<file path="src/rtl/flux_decoder.sv">
// rtl/flux_decoder.sv - MFM flux-interval decoder with lock tracking
module flux_decoder #(
  parameter int clkspd  = 25000000,
  parameter int bitrate = 250000
) (
  input  logic i_Clk,
  input  logic i_Reset,
  input  logic i_Data,
  output logic o_Bit,
  output logic o_Bit_DV,
  output logic o_Error,
  output logic o_Locked
);

  // One MFM cell in clocks; all window edges are half-cell multiples of it.
  localparam int CELL = clkspd / (2 * bitrate);

  // Interval window boundaries: below LIM_2 is too short, at or above LIM_MAX
  // is a timeout; in between, LIM_3 and LIM_4 split 2, 3 and 4 cell intervals.
  localparam logic [9:0] C_LIM_2   = 10'((3 * CELL) / 2);
  localparam logic [9:0] C_LIM_3   = 10'((5 * CELL) / 2);
  localparam logic [9:0] C_LIM_4   = 10'((7 * CELL) / 2);
  localparam logic [9:0] C_LIM_MAX = 10'((9 * CELL) / 2);

  localparam logic [9:0] C_CNT_SAT  = 10'd1023;
  localparam logic [4:0] C_GOOD_MAX = 5'd16;

  typedef enum logic [1:0] {
    S_IDLE    = 2'd0,
    S_MEASURE = 2'd1,
    S_EMIT    = 2'd2
  } t_state;

  t_state     r_state;
  t_state     w_next_state;

  logic       r_sync1;
  logic       r_sync2;
  logic       r_prev;
  logic       w_edge;

  logic [9:0] r_count;
  logic [4:0] r_good;

  // Cells still to be shifted out after the one currently being presented.
  logic [1:0] r_remaining;
  logic [1:0] w_remaining;

  logic       r_bit;
  logic       r_bit_dv;
  logic       r_error;
  logic       w_bit;
  logic       w_bit_dv;
  logic       w_error;
  logic       w_good_inc;
  logic       w_good_clr;

  // Flux pulses are active-low, so the falling edge of the synchronized
  // input marks a flux transition.
  assign w_edge = r_prev & ~r_sync2;

  // Two-flop synchronizer plus a history flop for edge detection.
  always_ff @(posedge i_Clk or posedge i_Reset) begin
    if (i_Reset) begin
      r_sync1 <= 1'b1;
      r_sync2 <= 1'b1;
      r_prev  <= 1'b1;
    end else begin
      r_sync1 <= i_Data;
      r_sync2 <= r_sync1;
      r_prev  <= r_sync2;
    end
  end

  // Interval counter: restarts at 1 on every edge and saturates when idle.
  always_ff @(posedge i_Clk or posedge i_Reset) begin
    if (i_Reset) begin
      r_count <= 10'd0;
    end else if (w_edge) begin
      r_count <= 10'd1;
    end else if (r_count != C_CNT_SAT) begin
      r_count <= r_count + 10'd1;
    end
  end

  // FSM state register.
  always_ff @(posedge i_Clk or posedge i_Reset) begin
    if (i_Reset) begin
      r_state <= S_IDLE;
    end else begin
      r_state <= w_next_state;
    end
  end

  // Next-state logic: classify intervals in MEASURE, shift cells in EMIT.
  always_comb begin
    w_next_state = r_state;
    w_remaining  = r_remaining;
    w_bit        = 1'b0;
    w_bit_dv     = 1'b0;
    w_error      = 1'b0;
    w_good_inc   = 1'b0;
    w_good_clr   = 1'b0;

    case (r_state)
      S_IDLE: begin
        // The first edge only becomes the timing reference.
        if (w_edge) begin
          w_next_state = S_MEASURE;
        end
      end

      S_MEASURE: begin
        // A timeout wins even if an edge lands on the same cycle.
        if (r_count >= C_LIM_MAX) begin
          w_error      = 1'b1;
          w_good_clr   = 1'b1;
          w_next_state = S_IDLE;
        end else if (w_edge) begin
          if (r_count < C_LIM_2) begin
            // Too short: report it and let this edge be the new reference.
            w_error    = 1'b1;
            w_good_clr = 1'b1;
          end else begin
            // First cell of a valid interval is always 0; the final 1 is
            // produced from EMIT once the remaining count reaches one.
            w_good_inc   = 1'b1;
            w_bit_dv     = 1'b1;
            w_bit        = 1'b0;
            w_next_state = S_EMIT;
            if (r_count < C_LIM_3) begin
              w_remaining = 2'd1;
            end else if (r_count < C_LIM_4) begin
              w_remaining = 2'd2;
            end else begin
              w_remaining = 2'd3;
            end
          end
        end
      end

      S_EMIT: begin
        if (r_remaining != 2'd0) begin
          w_bit_dv    = 1'b1;
          w_bit       = (r_remaining == 2'd1);
          w_remaining = r_remaining - 2'd1;
        end else begin
          w_next_state = S_MEASURE;
        end
        // Edges here are always too close; the scheduled cells still finish.
        if (w_edge) begin
          w_error    = 1'b1;
          w_good_clr = 1'b1;
        end
      end

      default: begin
        w_next_state = S_IDLE;
      end
    endcase
  end

  // Registered cell/error strobes and the cell shift counter.
  always_ff @(posedge i_Clk or posedge i_Reset) begin
    if (i_Reset) begin
      r_bit       <= 1'b0;
      r_bit_dv    <= 1'b0;
      r_error     <= 1'b0;
      r_remaining <= 2'd0;
    end else begin
      r_bit       <= w_bit;
      r_bit_dv    <= w_bit_dv;
      r_error     <= w_error;
      r_remaining <= w_remaining;
    end
  end

  // Good-interval counter: every error clears it, so lock drops with o_Error.
  always_ff @(posedge i_Clk or posedge i_Reset) begin
    if (i_Reset) begin
      r_good <= 5'd0;
    end else if (w_good_clr) begin
      r_good <= 5'd0;
    end else if (w_good_inc && (r_good != C_GOOD_MAX)) begin
      r_good <= r_good + 5'd1;
    end
  end

  assign o_Bit    = r_bit;
  assign o_Bit_DV = r_bit_dv;
  assign o_Error  = r_error;
  assign o_Locked = (r_good == C_GOOD_MAX);

endmodule

</file>
<file path="config.mk">
export PLATFORM = sky130hd
export DESIGN_NAME = flux_decoder
export DESIGN_NICKNAME = d
export VERILOG_FILES = /design/src/rtl/flux_decoder.sv
export SDC_FILE = /design/constraint.sdc
export NUM_CORES = 1
export LEC_CHECK = 0
export BUFFER_PORTS_ARGS = -buffer_cell sky130_fd_sc_hd__buf_2
export CORE_UTILIZATION = 45
export DETAILED_ROUTE_END_ITERATION = 8
export PLACE_DENSITY = 0.63
export SETUP_SLACK_MARGIN = 0.05
export SYNTH_ARGS = -nofsm -noshare
export SYNTH_HDL_FRONTEND = slang
export SYNTH_SLANG_ARGS = --single-unit
</file>
<file path="constraint.sdc">
create_clock -name i_Clk -period 2.41 [get_ports i_Clk]
set_clock_uncertainty 0.15 [all_clocks]
set_input_delay 0.482 -clock i_Clk [delete_from_list [all_inputs] [get_ports i_Clk]]
set_output_delay 0.482 -clock i_Clk [all_outputs]
set_load 0.1 [all_outputs]
</file>
After elaboration in Yosys (flattened, before gate mapping) --
Cells that the tools add are included.
Word-level totals: register bits 25, bits in latches 0, memory bits (writable) 0, memory bits (read-only) 0, input bits 3, output and inout port bits 4, word-level logic and storage cells 71, memories kept 0
Operators by class: add/sub/neg operators 3, $mul 0, divide/modulo/power cells 0, magnitude comparators 4, equal/unequal tests 14, shifts and indexed selects 0, mux-type cells 30, bitwise operators 2, reduce and logical (&&, ||, !) cells 8
Operators by type and width (count):
- 10-bit by 7-bit < comparator with 1-bit output (second input constant) | 2
- 10-bit 2-to-1 mux | 2
- 2-bit 2-to-1 mux | 10
- 1-bit 2-to-1 mux | 12
- 2-bit inequality test (second input constant) | 6
- 10-bit by 1-bit adder with 10-bit output (second input constant) | 1
- 10-bit by 8-bit greater-or-equal comparator with 1-bit output (second input constant) | 1
- 10-bit by 8-bit < comparator with 1-bit output (second input constant) | 1
- 5-bit 2-to-1 mux | 2
- 10-bit inequality test (second input constant) | 1
- 2-bit nonzero test | 4
- 3-bit inequality test (second input constant) | 2
- 2-bit case mux with 3 select lines | 1
- 5-bit by 1-bit adder with 5-bit output (second input constant) | 1
- 5-bit == test (second input constant) | 1
- 5-bit inequality test (second input constant) | 1
- 5-bit AND reduction | 1
- 2-bit by 1-bit == test with 1-bit output (second input constant) | 2
- 1-bit case mux with 2 select lines | 2
- 2-bit case mux with 2 select lines | 1
- 4-bit AND reduction | 1
- 2-bit == test (second input constant) | 1
- 2-bit logical NOT | 1
- 2-bit by 1-bit subtractor with 2-bit output (second input constant) | 1
- 3 further kinds | 3

Depth between registers and ports, before layout --
Gate-level depths: netlist of the first run.
depth in word-level cells 8, gate-level depth with buffers 8, depth with buffers taken out 7

Worst setup path after synthesis of the first run --
OpenSTA, ideal clock, no wires.
path kind register -> register, start reg r_count[0], end reg r_good[4], library setup time 126 ps, arrival 1745 ps, required time 2134 ps, slack 389 ps, stages on the path, launching flop included 8, buffers on the path 1, clock period less this slack 2021 ps, cell sequence dfrtp_1 -> ha_1 -> clkbuf_1 -> o211a_1 -> o31ai_4 -> nor3_1 -> xnor2_1 -> nor2_1
On the way: word-level cells in the longest chain between the ends 7, elaborated cells on any way between the ends 13, classes of those cells 2 x order compare; 9 x mux; 2 x reduce/logical
RTL lines:
- start: declaration | RTL line 42 | logic [9:0] r_count;
- start signal: assignment | RTL line 82 | r_count <= r_count + 10'd1;
- 10-bit by 7-bit < comparator with 1-bit output | RTL line 120 | if (r_count < C_LIM_2) begin
- 1-bit 2-to-1 mux | RTL line 120
- 1-bit 2-to-1 mux | RTL line 119 | end else if (w_edge) begin
- 1-bit 2-to-1 mux | RTL line 115 | if (r_count >= C_LIM_MAX) begin
- 1-bit 2-to-1 mux | RTL line 105 | case (r_state)
- 1-bit logical AND | RTL line 184 | end else if (w_good_inc && (r_good != C_GOOD_MAX)) begin
- 2-bit nonzero test (no line)
- end signal: assignment | RTL line 185 | r_good <= r_good + 5'd1;
- end: declaration | RTL line 43 | logic [4:0] r_good;
Several ways; a longest one is shown, not always the timed one. A chain may end at the register's enable or synchronous reset.

Worst setup path in the final report of the first run --
start reg r_good[0], end out o_Locked
On the way: word-level cells in the longest chain between the ends 1
RTL lines:
- 5-bit == test | RTL line 192 | assign o_Locked = (r_good == C_GOOD_MAX);
- end: declaration | RTL line 12 | output logic o_Locked
Every way passes these cells.

==> results of run 1 <==
## metrics by stage
stage	hold WS (ns)	worst slack, ns
floorplan	0.195	0.389
global placement	0.200	0.340
detailed placement	0.201	0.277
CTS	0.0118	0.148
global route	0.0444	0.0893
finish	0.00690	0.161
## cell usage after synthesis (all sizes together) (4+ instances only)
cell,count
nand4,5
nor3,8
nand2,8
clkbuf,4
xnor2,6
inv,10
o21ai,6
a21oi,5
dfrtp,22
nor2,18
nand3,7
buf,8
ha,11
## worst max path at each step
stage	start	endpoint
floorplan	r_count[0]	r_good[4]
global placement	r_count[0]	r_good[4]
detailed placement	r_count[0]	r_good[3]
CTS	r_good[0]	o_Locked
global route	r_count[0]	r_good[3]
finish	r_good[0]	o_Locked
## cell families (layout without fill, tap and decap cells)
kind of cell	Yosys count	in the layout	share of synthesized area
compound gates	27	27	0.136
xor+xnor	9	9	0.0508
fa+ha+maj	11	11	0.0886
buf+inv	22	23	0.0596
flops	25	25	0.405
mux	3	3	0.0193
simple gates	64	64	0.240
## repair_timing
item,CTS,global route
hold buffers,0,0
gates resized for setup,1,0
endpoints found under the setup margin,1,0
## placed cells by master (no fill, tap or decap), types with 2 or more instances in the layout
cell / netlist / final
nand2_1: 8 / 8
a311oi_1: 2 / 2
a21oi_1: 4 / 4
xor2_1: 3 / 3
nor2b_1: 3 / 3
dfrtp_1: 22 / 22
or3_1: 2 / 2
nor2_1: 18 / 18
nor3b_1: 2 / 2
buf_2: 8 / 5
inv_1: 10 / 10
dfstp_2: 3 / 3
nand3_1: 7 / 7
a211oi_1: 3 / 3
xnor2_1: 6 / 6
nor3_1: 8 / 8
o21ai_0: 3 / 3
nand4_1: 5 / 5
o21a_1: 2 / 2
a31oi_1: 2 / 2
ha_1: 11 / 11
clkbuf_4: 0 / 3
buf_4: 0 / 4
o21ai_2: 3 / 3
mux2i_1: 3 / 3
## sequential cells by signal, indices dropped and copies added (netlist names), 2 cells and up
name / cells
r_count: 10
r_good: 5
r_remaining: 2
r_state: 2
## cell type report
type	count	area (sq um)	share of cell area
multi-input combinational	114	831	0.507
clock inverter	1	7.51	0.00458
clock buffer	3	22.5	0.0138
inverter	10	37.5	0.0229
tap	44	55.1	0.0336
sequential	25	629	0.384
timing repair buffer	9	55.1	0.0336
## metal layers
layer,global-route usage,up-vias,routed length [um]
met1,0.266,551,1460
met2,0.268,12,1230
li1,-,564,-
met4,0.0584,0,31
met3,0.0192,4,50
met5,0,-,0
## power by group
group          internal [mW]  switching [mW]  total (mW)
registers              0.462          0.0566       0.518
clock network         0.0635           0.135       0.199
logic                  0.125           0.189       0.314
==> impl_metrics.env, run 1 <==
export IMPL_antenna_found_initial=0
export IMPL_rsz0062_at_grt="no"
export IMPL_grt_max_degree=16
export IMPL_fp_coreArea_sq_mm=0.00315
export IMPL_clock_path_buffers=2
export IMPL_antennaDiodeCount=0
export IMPL_yosys_area_top_type="dfrtp_1"
export IMPL_async_reset_ff_frac=1.00
export IMPL_fill_cells=315
export IMPL_die_w_um=60.7
export IMPL_slew_headroom=0.634
export IMPL_grt_pass1_wl_um=4840
export IMPL_initial_core_util=0.492
export IMPL_grt_overflow=0
export IMPL_max_freq_mhz=445
export IMPL_power_density_mw_per_mm2=629
export IMPL_drtPass1Iterations=4
export IMPL_start_kind="register"
export IMPL_ys_flop_type="dfrtp_1"
export IMPL_syn_area_sq_mm=0.00155
export IMPL_post_drt_wl_per_cell_um=13.4
export IMPL_min_delay_path_class="input port to asynchronous set/reset pin"
export IMPL_synth_cells=161
export IMPL_outcome="completed"
export IMPL_drv_slew=0
export IMPL_synth_top_area_share=0.355
export IMPL_cp_required_ns=1.78
export IMPL_clock_sinks=25
export IMPL_die_area_sq_mm=0.00369
export IMPL_cpPeakStageDelay_ns=0.45
export IMPL_via_per_inst=5.49
export IMPL_cp_top_family="flip-flops"
export IMPL_ir_drop_uv=428
export IMPL_ant_nets=0
export IMPL_clock_latency_ns=0.33
export IMPL_setup_viol=0
export IMPL_wl_um=2770
export IMPL_seq_area_frac_synth=0.405
export IMPL_synth_edf_count=0
export IMPL_end_kind="output port"
export IMPL_nets=177
export IMPL_ioPinCount=7
export IMPL_io_buffers=6
export IMPL_fin_cells=206
export IMPL_crit_cells=4
export IMPL_syn_nets=175
export IMPL_synth_cell_type_count=43
export IMPL_num_rows=20
export IMPL_finalInstanceArea_sq_mm=0.00164
export IMPL_period_needed_ns=2.25
export IMPL_p_leak_nw=0.712
export IMPL_cts_root_buf="clkbuf_4"
export IMPL_utilization=0.519
export IMPL_drive_gt1_frac=0.160
export IMPL_r2r_cells=6
export IMPL_die_h_um=60.7
export IMPL_synth_warnings=0
export IMPL_ys_top_cells_by_area="dfrtp_1 35%, ha_1 8.9%, dfstp_2 5.1%"
export IMPL_dpl_cell_area_sq_mm=0.00161
export IMPL_critical_path_max_fanout=4
export IMPL_post_cts_buffers=0
export IMPL_htreeDepth=1
export IMPL_r2r_end="r_remaining[0]"
export IMPL_critical_path_class="register to output port"
export IMPL_syn_to_final_growth_pct=5.48
export IMPL_dp_cells=202
export IMPL_hpwl_um=2040
export IMPL_arrival_ns=1.62
export IMPL_rrSetupSlack_ns=0.25
export IMPL_grt_pass1_vias=1057
export IMPL_clkTransAtPathRegs_ns=0.15
export IMPL_cts_tree="built"
export IMPL_cts_made_buffers=3
export IMPL_tns_ns=0
export IMPL_grt_use_total=0.178
export IMPL_total_power_mw=1.03
export IMPL_cpMaxStageDelayCell="dfrtp_1"
export IMPL_num_vias=1131
export IMPL_crit_buf_inv=2
export IMPL_r2r_start="r_count[0]"
export IMPL_crit_chain="inv_1 -> ha_1 -> and4bb_2 -> buf_4"
export IMPL_drt_iter0_drc=44
export IMPL_drc=0
export IMPL_syn_area_per_cell_sq_um=9.64
export IMPL_ys_seq_elements=25
export IMPL_drv_cap=0
export IMPL_layout_worst_path_cycle_share=0.933
export IMPL_max_slew_worst_pin_slew_ns=0.549
export IMPL_place_congestion=0.835
export IMPL_hold_violations=0
Note: power is estimated with default switching activity, not from simulation.
==> run 2: changes to the inputs <==
- CTS_CLUSTER_DIAMETER: default -> 30
- REMOVE_ABC_BUFFERS: default -> 1
==> run 2 against run 1 <==
  * Clock power barely moved
  * Global-route usage barely moved
  * Sequential power barely moved
  * Flip-flop and latch count did not move
  * Hold slack improved by 0.0097 ns
  * Largest power group unchanged
  * Highest routed layer unchanged
  * Power rose by 0.54%
  * Critical endpoint unchanged
  * Count of clock-buffer cells in the layout did not move
  * Critical path depth did not move
==> impl_metrics.env, run 2 (synthesis results as in run 1) <==
export IMPL_die_w_um=60.7
export IMPL_multi_input_area_sq_um=831
export IMPL_max_freq_mhz=447
export IMPL_grt_use_total=0.178
export IMPL_min_delay_path_class="input port to asynchronous set/reset pin"
export IMPL_num_vias=1140
export IMPL_critical_path_max_fanout=4
export IMPL_clock_latency_ns=0.32
export IMPL_reg_top3="r_count (10), r_good (5)"
export IMPL_start_kind="register"
export IMPL_ir_drop_uv=317
export IMPL_period_needed_ns=2.24
export IMPL_num_rows=20
export IMPL_clkTransAtPathRegs_ns=0.16
export IMPL_arrival_ns=1.60
export IMPL_drt_iter0_drc=71
export IMPL_setup_viol=0
export IMPL_outcome="completed"
export IMPL_io_buffers=6
export IMPL_tns_ns=0
export IMPL_fill_cells=297
export IMPL_ioPinCount=7
export IMPL_cp_required_ns=1.78
export IMPL_antennaDiodeCount=0
export IMPL_cts_root_buf="clkbuf_4"
export IMPL_drv_slew=0
export IMPL_place_congestion=0.830
export IMPL_die_h_um=60.7
export IMPL_drive_gt1_frac=0.166
export IMPL_total_power_mw=1.04
export IMPL_grt_overflow=0
export IMPL_grt_max_degree=26
export IMPL_via_per_inst=5.51
export IMPL_ant_nets=0
export IMPL_clock_path_buffers=2
export IMPL_nets=178
export IMPL_drtPass1Iterations=4
export IMPL_rsz0062_at_grt="no"
export IMPL_end_kind="output port"
export IMPL_utilization=0.522
export IMPL_antenna_found_initial=0
export IMPL_fin_cells=207
export IMPL_cts_tree="built"
export IMPL_syn_to_final_growth_pct=5.96
export IMPL_max_slew_worst_pin_slew_ns=0.546
export IMPL_wl_um=2800
export IMPL_fp_coreArea_sq_mm=0.00315
export IMPL_initial_core_util=0.492
export IMPL_grt_pass1_vias=1065
export IMPL_dp_cells=203
export IMPL_cts_made_buffers=3
export IMPL_drv_cap=0
export IMPL_die_area_sq_mm=0.00369
export IMPL_regMostFlops="r_count"
export IMPL_layout_common_cells="22 x dfrtp_1, 18 x nor2_1, 11 x ha_1, 10 x inv_1"
export IMPL_htreeDepth=1
export IMPL_grt_pass1_wl_um=4970
export IMPL_critical_path_class="register to output port"
export IMPL_layout_worst_path_cycle_share=0.928
export IMPL_slew_headroom=0.636
export IMPL_post_drt_wl_per_cell_um=13.5
export IMPL_clock_sinks=25
export IMPL_layout_commonest_cell="dfrtp_1"
export IMPL_hpwl_um=1980
export IMPL_p_leak_nw=0.718
export IMPL_regArea_sq_um=629
export IMPL_hold_violations=0
export IMPL_largest_reg_flops=10
export IMPL_power_density_mw_per_mm2=630
export IMPL_drc=0
==> run 2: cell count changes in the layout (fill, tap and decap cells not counted), sizes merged <==
cell,change
buf,+1
==> run 2: worst paths after layout <==
kind                                  end       start  slack [ns]  cells after the start
min                            r_count[0]     i_Reset        0.02                      3
max reg2reg                r_remaining[0]  r_count[0]        0.22                      6
min in group i_Clk                r_sync1      i_Data        0.08                      1
min reg2reg                       r_sync2     r_sync1        0.22                      0
max                              o_Locked   r_good[0]        0.17                      4
max in group asynchronous          r_prev     i_Reset        1.81                      3
==> run 2: worst max-delay path, stage by stage, from the launching register on <==
cell and delay [ns]:
dfrtp_1 0.45, inv_1 0.07, ha_1 0.13, and4bb_2 0.31, buf_4 0.32
==> run 2: what timing repair did <==
action | in CTS | in global routing
setup endpoints to repair | 1 | 0
buffers inserted | 0 | 0
hold buffers | 0 | 0
resized for setup | 1 | 0
==> run 2: through the flow <==
step,hold slack [ns],worst slack (ns),instance area [sq um]
after detailed placement,0.203,0.260,1610
after global routing,0.0633,0.0971,1650
final,0.0166,0.173,1650
after floorplan,0.195,0.330,1500
after CTS,0.0285,0.166,1650
after global placement,0.201,0.314,1610
==> run 2: power by group <==
part           leakage, nW  internal, mW  total [mW]  switching, mW
logic                0.384         0.125       0.316          0.191
clock network       0.0139        0.0634       0.201          0.138
registers            0.320         0.462       0.519         0.0575
total                0.718         0.650        1.04          0.386
==> run 2: area by class of cell <==
cell class,instances,area share
clock buffers,3,0.0137
multi-input cells,114,0.505
flip-flops and latches,25,0.383
well taps,44,0.0335
repair buffers,10,0.0380
clock inverters,1,0.00456
inverters,10,0.0228
==> run 2: per-layer routing <==
layer,up-vias,global-route usage,part of all wire
li1,566,-,-
met1,539,0.266,0.49
met2,33,0.273,0.46
met3,2,0.0256,0.048
met4,0,0.0390,0.0036
met5,-,0,0
==> run 3: changes to the inputs <==
- PLACE_DENSITY: 0.63 -> 0.66
- clock period: 2.41 -> 2 ns (I/O delays scaled with it)
==> run 3 against run 2 <==
  * Cell count up 12%
  * Critical path type is now register to register
  * Flip-flop and latch count stayed put
  * Die area unchanged
  * Via count is 11% higher
  * The flow now finishes with violations (negative setup slack)
  * Design area grew 17%
  * Clock power is 27% higher
  * Count of clock-buffer cells in the layout is the same
  * Sequential power grew 22%
  * Global-route usage is 2.8 points higher
  * Routed wire length up 20%
  * First-iteration DRC count decreased by 30%
==> impl_metrics.env, run 3 (synthesis results as in run 1) <==
export IMPL_htreeDepth=1
export IMPL_drv_cap=0
export IMPL_finalInstanceArea_sq_mm=0.00193
export IMPL_outcome="complete, but fails checks"
export IMPL_place_congestion=0.833
export IMPL_ir_drop_uv=720
export IMPL_grt_overflow=0
export IMPL_rsz0062_at_grt="yes"
export IMPL_p_leak_nw=0.835
export IMPL_drtPass1Iterations=4
export IMPL_nets=202
export IMPL_cp_top_family="simple AND/OR/NAND/NOR gates"
export IMPL_cp_required_ns=2.09
export IMPL_ioPinCount=7
export IMPL_start_kind="register"
export IMPL_power_density_mw_per_mm2=741
export IMPL_syn_to_final_growth_pct=24.5
export IMPL_initial_core_util=0.492
export IMPL_max_slew_worst_pin_slew_ns=0.483
export IMPL_period_needed_ns=2.02
export IMPL_num_vias=1260
export IMPL_wl_um=3350
export IMPL_max_freq_mhz=495
export IMPL_die_w_um=60.7
export IMPL_critical_path_class="register to register"
export IMPL_fin_ws_ns=-0.0182
export IMPL_die_h_um=60.7
export IMPL_cts_made_buffers=3
export IMPL_clkTransAtPathRegs_ns=0.16
export IMPL_min_delay_path_class="register to register"
export IMPL_grt_max_degree=26
export IMPL_failed_checks="negative setup slack"
export IMPL_drc=0
export IMPL_end_kind="register"
export IMPL_cts_tree="built"
export IMPL_crit_buf_inv=2
export IMPL_die_area_sq_mm=0.00369
export IMPL_clock_latency_ns=0.34
export IMPL_layout_worst_path_cycle_share=1.01
export IMPL_post_drt_wl_per_cell_um=14.5
export IMPL_fp_coreArea_sq_mm=0.00315
export IMPL_via_per_inst=5.45
export IMPL_layout_commonest_cell="buf_4"
export IMPL_io_buffers=6
export IMPL_regMostFlops="r_count"
export IMPL_slew_headroom=0.681
export IMPL_regArea_sq_um=632
export IMPL_dpl_cell_area_sq_mm=0.00173
export IMPL_largest_reg_flops=10
export IMPL_hold_violations=0
export IMPL_grt_pass1_wl_um=5580
export IMPL_setup_viol=1
export IMPL_clock_path_buffers=2
export IMPL_ant_nets=0
export IMPL_grt_use_total=0.206
export IMPL_antennaDiodeCount=0
export IMPL_reg_top3="r_count (10), r_good (5)"
export IMPL_cts_root_buf="clkbuf_4"
export IMPL_multi_input_area_sq_um=918
export IMPL_arrival_ns=2.11
export IMPL_cpMaxStageDelayCell="dfrtp_1"
export IMPL_crit_chain="inv_1 -> ha_2 -> nor4b_4 -> buf_4 -> a21oi_4 -> nor4_4 -> mux2i_1 -> nor2_1"
export IMPL_utilization=0.613
export IMPL_drv_slew=0
export IMPL_fill_cells=281
export IMPL_layout_common_cells="23 x buf_4, 20 x dfrtp_1, 18 x nor2_1, 9 x inv_1"
export IMPL_tns_ns=-0.0182
export IMPL_clock_sinks=25
export IMPL_cpPeakStageDelay_ns=0.44
export IMPL_hpwl_um=2190
export IMPL_num_rows=20
export IMPL_drt_iter0_drc=50
export IMPL_antenna_found_initial=0
export IMPL_critical_path_max_fanout=5
export IMPL_drive_gt1_frac=0.332
export IMPL_grt_pass1_vias=1186
## run 3: cell count changes in the layout (fill, tap and decap cells not counted), moves of 2 or more
cell           delta
ha_1              -3
buf_4            +18
dfrtp_1           -2
a21oi_4           +2
buf_6             +2
dfrtp_2           +2
dlygate4sd3_1     +2
ha_2              +2
## run 3: layout make-up
type                            instances  share of cell area
Tap cell                               44              0.0285
Clock buffer                            3              0.0117
Clock inverter                          1             0.00388
Multi-Input combinational cell        115               0.475
Sequential cell                        25               0.327
Timing Repair Buffer                   33               0.135
Inverter                               10              0.0194
## run 3: worst reg2reg max path, stage by stage (launching register included)
cell,delay [ns]
dfrtp_1,0.44
inv_1,0.12
ha_2,0.21
nor4b_4,0.18
buf_4,0.17
a21oi_4,0.09
nor4_4,0.25
mux2i_1,0.23
nor2_1,0.07
## run 3: where the power goes
group | total [mW] | internal (mW) | switching (mW)
clock | 0.256 | 0.0766 | 0.180
sequential | 0.633 | 0.557 | 0.0764
combinational | 0.543 | 0.242 | 0.301
total | 1.43 | 0.876 | 0.557
## run 3: path summary, 6_finish.rpt
| kind | startpoint | to | slack [ns] | cells past startpoint |
|---|---|---|---|---|
| max | r_count[1] | r_good[1] | -0.02 | 8 |
| min | r_sync1 | r_sync2 | 0.22 | 0 |
| max reg2reg | r_count[1] | r_good[1] | -0.02 | 8 |
| min reg2reg | r_sync1 | r_sync2 | 0.22 | 0 |
| max in group asynchronous | i_Reset | r_sync2 | 0.94 | 4 |
| min in group asynchronous | i_Reset | o_Bit_DV | 0.48 | 4 |
## run 3: metrics by stage
stage               cells  hold slack (ns)  setup slack, ns  power (mW)
floorplan             149            0.195          -0.0798       0.919
global placement      216            0.200           0.0158        1.04
detailed placement    216            0.198          -0.0340        1.05
CTS                   229            0.220           0.0442        1.38
global route          231            0.226          -0.0868        1.51
finish                231            0.219          -0.0182        1.43
## run 3: per-layer routing
metal	wire [um]	share of wire	up-vias	GRT usage
li1	-	-	621	-
met1	1640	0.49	606	0.299
met5	0	0	-	0
met3	100	0.030	8	0.0341
met4	77	0.023	0	0.0747
met2	1540	0.46	25	0.311
## run 3: timing repair
action | in CTS | in global routing
resized for setup | 9 | 11
endpoints found under the setup margin | 7 | 17
hold buffers | 2 | 0
endpoints found under the hold margin | 23 | 0
pin swaps | 5 | 12
cloned | 1 | 0
buffers inserted | 6 | 3
